### config.mk
export PLATFORM = sky130hd
export DESIGN_NAME = std_crc_check
export DESIGN_NICKNAME = d
export VERILOG_FILES = /design/src/rtl/std_crc_check.sv
export SDC_FILE = /design/constraint.sdc
export NUM_CORES = 1
export LEC_CHECK = 0
export CORE_ASPECT_RATIO = 1.25
export CORE_MARGIN = 3
export CORE_UTILIZATION = 60
export CTS_BUF_LIST = sky130_fd_sc_hd__clkbuf_2 sky130_fd_sc_hd__clkbuf_4 sky130_fd_sc_hd__clkbuf_8
export DETAILED_ROUTE_END_ITERATION = 16
export GPL_TIMING_DRIVEN = 0
export PLACE_DENSITY = 0.88
export SYNTH_ARGS = -nofsm -noshare
export SYNTH_HDL_FRONTEND = slang
export SYNTH_SLANG_ARGS = --single-unit
### constraint.sdc
create_clock -name clk -period 8.7 [get_ports clk]
set_input_delay 2.61 -clock clk [delete_from_list [all_inputs] [get_ports clk]]
set_output_delay 2.61 -clock clk [all_outputs]
set_load 0.02 [all_outputs]
### src/rtl/std_crc_check.sv
// Receive-side Ethernet FCS checker: runs CRC32 over frame+FCS, strips the 4 FCS
// bytes through a delay line and reports good/bad/runt status at end of frame.

module std_crc32_8b (
  input  logic [31:0] crc_state,
  input  logic [7:0]  data_in,
  output logic [31:0] crc_next
);
  localparam logic [31:0] POLY = 32'hEDB88320;

  logic [31:0] c;

  // Reflected CRC32, one bit per step, LSB of the byte first
  always_comb begin
    c = crc_state;
    for (int i = 0; i < 8; i++) begin
      c = (c[0] ^ data_in[i]) ? ((c >> 1) ^ POLY) : (c >> 1);
    end
  end

  assign crc_next = c;
endmodule

module std_crc_check #(
  parameter logic [31:0] RESIDUE = 32'hDEBB20E3,
  parameter logic [31:0] INIT    = 32'hFFFFFFFF,
  parameter int unsigned LW      = 16
) (
  input  logic          clk,
  input  logic          nreset,
  input  logic          s_valid,
  input  logic [7:0]    s_data,
  input  logic          s_last,
  output logic          m_valid,
  output logic [7:0]    m_data,
  output logic          m_last,
  output logic          crc_done,
  output logic          crc_ok,
  output logic          crc_runt,
  output logic [LW-1:0] frame_len
);
  localparam int unsigned FW = 3;

  typedef enum logic [1:0] {IDLE, FILL, RUN} state_t;

  state_t          state, state_nx;
  logic [FW-1:0]   fill, fill_nx;
  logic [3:0][7:0] dly;
  logic [31:0]     crc, crc_in, crc_next;
  logic [LW-1:0]   len, len_inc;

  logic            emit, eof, runt;
  logic            m_valid_d, m_last_d, crc_done_d, crc_ok_d, crc_runt_d;
  logic [7:0]      m_data_d;
  logic [LW-1:0]   frame_len_d;

  assign crc_in  = (state == IDLE) ? INIT : crc;
  assign len_inc = (&len) ? len : len + LW'(1);

  std_crc32_8b u_crc (
    .crc_state (crc_in),
    .data_in   (s_data),
    .crc_next  (crc_next)
  );

  // State register
  always_ff @(posedge clk or negedge nreset) begin
    if (!nreset) begin
      state <= IDLE;
      fill  <= '0;
    end else begin
      state <= state_nx;
      fill  <= fill_nx;
    end
  end

  // Next state: fill counts buffered FCS candidates, end of frame returns to IDLE
  always_comb begin
    state_nx = state;
    fill_nx  = fill;
    if (s_valid) begin
      if (s_last) begin
        state_nx = IDLE;
        fill_nx  = '0;
      end else begin
        unique case (state)
          IDLE: begin
            state_nx = FILL;
            fill_nx  = FW'(1);
          end
          FILL: begin
            fill_nx  = fill + FW'(1);
            state_nx = (fill == FW'(3)) ? RUN : FILL;
          end
          RUN:     state_nx = RUN;
          default: state_nx = IDLE;
        endcase
      end
    end
  end

  // Output values: RUN emits the oldest buffered byte; s_last outside RUN is a runt
  always_comb begin
    emit        = s_valid && (state == RUN);
    eof         = s_valid && s_last;
    runt        = eof && (state != RUN);
    m_valid_d   = emit;
    m_data_d    = emit ? dly[3] : m_data;
    m_last_d    = emit && s_last;
    crc_done_d  = eof;
    crc_ok_d    = crc_ok;
    crc_runt_d  = crc_runt;
    frame_len_d = frame_len;
    if (eof) begin
      crc_ok_d    = !runt && (crc_next == RESIDUE);
      crc_runt_d  = runt;
      frame_len_d = runt ? '0 : len_inc;
    end
  end

  // Datapath and registered outputs
  always_ff @(posedge clk or negedge nreset) begin
    if (!nreset) begin
      crc       <= INIT;
      dly       <= '0;
      len       <= '0;
      m_valid   <= 1'b0;
      m_data    <= '0;
      m_last    <= 1'b0;
      crc_done  <= 1'b0;
      crc_ok    <= 1'b0;
      crc_runt  <= 1'b0;
      frame_len <= '0;
    end else begin
      if (s_valid) begin
        crc <= crc_next;
        dly <= {dly[2:0], s_data};
      end
      if (eof)       len <= '0;
      else if (emit) len <= len_inc;
      m_valid   <= m_valid_d;
      m_data    <= m_data_d;
      m_last    <= m_last_d;
      crc_done  <= crc_done_d;
      crc_ok    <= crc_ok_d;
      crc_runt  <= crc_runt_d;
      frame_len <= frame_len_d;
    end
  end
endmodule

==> results.md <==
* Buffers on Ports at 34
* Most common flop cell mapped by yosys: dfrtp_1
* Clock latency on the worst-skew pair at 0.45 ns
* Starting density of the core at 0.617
* Share of flip-flops with an asynchronous set or reset at 1.00
* H-tree lvl count at 4
* Net count after synthesis at ~660
* Post-Layout Cell Count at 847
* Routing usage on met1 at 0.335
* Post-Route WL at around 17,000 µm
* Max-cap violations at 0
* TNS Setup at 0 ns
* Clock Tree Buf Depth at 2
* Yosys warns at 0
* Via density at 6.26
* Post-synth cell types at 65
* Worst-path fanout max at 7
* Total power at around 2.6 mW
* Die height at ~120 µm
* Vias at 5,301
* R2r worst-path depth at 12
* Placed cell count at 815
* Max-Slew Margin vs Limit at 0.392
* Slew @ Worst Pin at between 0.9 and 1 ns
* Synth-to-Final Area Change at 14.2%
* Die area at 12,300 µm²
* Mapped cell area at approximately 6600 µm²
* Vias in the first global route at 5,439
* Fmax achieved at approximately 180 MHz
* Slowest CP cell: clkdlybuf4s50_1
* Syn Inst Count at 648
* Worst-path clk slew at approximately 0.08 ns
* Place WS at about 2.7 ns
* Cell chain of the critical path: clkdlybuf4s50_1 > xor2_1 > nand3_1 > and2_1 > buf_4 > inv_1 > ha_1 > nand2_1 > or4_1 > a2111oi_2 > o2111ai_1 > o31ai_1
* Share of cells above drive strength 1 at 0.208
* CTS Sinks at 114
* Clk root buf: clkbuf_8
* Antenna-violating nets left at 0
* Largest net degree at the start of global routing at 65
* WHS Path Cells at 2
* WL/cell at 20.0 µm
* Number of synthesized flops with an enable pin at 0
* Global Route Usage Sum at 0.289
* RSZ-0062 raised after global routing: no
* Worst setup EP type: flip-flop
* Startpoint types: input port
* HP Class: flip-flop to flip-flop
* Arr. time, crit path at 5.95 ns
* First-pass GRT wire length at 27,100 µm
* Inserted Clock Buffers at 17
* Final global-route overflow total at 0
* PnR worst setup slack at 3.10 ns
* Busiest layer in global routing: met2
* #FFs+latches synth at 114
* Final setup vio count at 0
* Lkg Pwr at 3.07 nW
* Initial antenna violation count at 0
* GPL Wtd Cong at 0.951
* CP required at between 9 and 10 ns
* Pwr Density at roughly 350 nW/µm²
* Final period demand of the worst path at 5.60 ns
* Post-CTS Hold Buffers at 0
* Worst VDD drop at 0.217 mV
* DRC at 0
* Worst stage delay on the critical path at between 0.6 and 0.7 ns
* Post-CTS resize count at 0
* Die W at 99.7 µm
* Post-synthesis sequential area ratio at 0.439
* M3 GR Usage at 0.0638
* Syn avg cell area at around 10 µm²
* Fin crit share at 0.644
* CTS tree: built
* Drt pass-1 iters at 5
* CORE AREA at around 11,000 µm²
* Status: complete, no violations
* Final-report max-slew violation count at 0
* Clock Skews at 0.0129 ns
* Io pins at 41
* Critical path class: input port to flip-flop
* Post-CTS Setup Inserts at 0
* DP HPWL at 11,500 µm
* Final Hold Vio Count at 0
* Final nets at 718
* Diode count at 0
* Row count at 42
* M2 GR Usage at 0.496
* 1st-iter DRT viols at a little under 600
## final timing paths
| kind | start | to | slack, ns |
|---|---|---|---|
| setup / recovery | s_data[6] | crc_ok | 3.10 |
| hold / removal | frame_len[11] | frame_len[11] | 0.49 |
| setup reg to reg | crc[1] | crc_ok | 4.94 |
| hold reg to reg | frame_len[11] | frame_len[11] | 0.49 |
| max in group asynchronous | nreset | crc[13] | 5.64 |
| min in group asynchronous | nreset | dly[31] | 2.27 |
## state kept, by name (all words and copies together) (netlist names)
signal	cells
frame_len	16
crc_runt	1
m_data	8
state	2
dly	32
len	16
crc	32
crc_ok	1
m_last	1
m_valid	1
fill	3
crc_done	1
## logic make-up after synthesis
group                    share of synthesized area
flip-flops                                   0.439
buffers and inverters                       0.0428
XOR/XNOR                                     0.165
adder cells (fa/ha/maj)                    0.00760
multiplexers                                 0.105
AO/OA/AOI/OAI                                0.115
AND/OR/NAND/NOR                              0.125
## critical path: cells and delay by family
kind,cells,cell delay (ns)
xor gates and xnor gates,1,0.35
adders and majority gates,1,0.17
AOI/OAI and AO/OA,3,0.98
and+or+nand+nor,4,0.93
buffers and inverters,3,0.90
## synthesized netlist by cell type, drive strengths merged (4+ instances only)
cell type | count | share of area
nand2 | 55 | 0.032
ha | 4 | 0.0076
a22o | 4 | 0.0053
nor3 | 4 | 0.0030
or3 | 9 | 0.0086
nor2 | 60 | 0.035
inv | 14 | 0.0080
and3 | 7 | 0.0074
xnor3 | 4 | 0.014
xor2 | 28 | 0.042
and2 | 5 | 0.0051
a31oi | 6 | 0.0057
clkbuf | 28 | 0.016
mux2 | 54 | 0.092
mux2i | 8 | 0.012
xnor2 | 74 | 0.098
o31ai | 7 | 0.0080
o22ai | 4 | 0.0038
a21oi | 35 | 0.027
a22oi | 4 | 0.0046
buf | 18 | 0.019
nand3 | 16 | 0.012
dfrtp | 82 | 0.31
o21ai | 37 | 0.028
nand2b | 6 | 0.0057
dfstp | 32 | 0.13
## cell usage in the layout, fill, tap and decap left out, drive strengths merged, types with 3 or more instances in the layout
cell type	netlist	layout
clkinv	0	5
nor3	4	4
inv	14	20
xnor3	4	4
a22oi	4	4
nand2b	6	6
and2	5	5
xor2	28	28
nand2	55	55
dfrtp	82	82
a21oi	35	35
o22ai	4	4
ha	4	4
a31oi	6	6
mux2i	8	8
clkdlybuf4s50	0	33
o31ai	7	7
and3	7	7
xor3	3	3
buf	18	20
o21ai	37	37
dfstp	32	32
a22o	4	4
o21bai	3	3
nand3	16	16
nor2	60	60
a21o	3	3
mux2	54	54
or3	9	9
clkbuf	28	45
xnor2	74	74
or2	3	3
o21a	3	3
## report_power, final
group	total [mW]	internal [mW]	switching, mW
clock network	0.519	0.262	0.256
registers	0.792	0.708	0.0832
logic	1.33	0.617	0.713
total	2.64	1.59	1.05
## metrics by stage
step	utilization	hold slack (ns)	area (µm²)
finish	0.705	0.492	7520
global route	0.705	0.507	7520
detailed placement	0.667	0.470	7110
global placement	0.664	0.465	7090
CTS	0.705	0.489	7520
floorplan	-	0.470	6580
## metal layers
metal	wire length, µm	vias to the layer above
li1	-	2334
met4	746	0
met2	8570	310
met5	0	-
met3	1280	72
met1	6370	2585
## final cells by class
| cell class | instances | area [µm²] |
|---|---|---|
| Timing Repair Buffer | 35 | 365 |
| Multi-Input combinational cell | 474 | 3410 |
| Clock inverter | 15 | 173 |
| Sequential cell | 114 | 2890 |
| Inverter | 14 | 52.6 |
| Buffer | 46 | 229 |
| Clock buffer | 17 | 234 |
| Fill cell | 746 | 3150 |
| Tap cell | 132 | 165 |
Note: power is estimated with default switching activity, not from simulation.
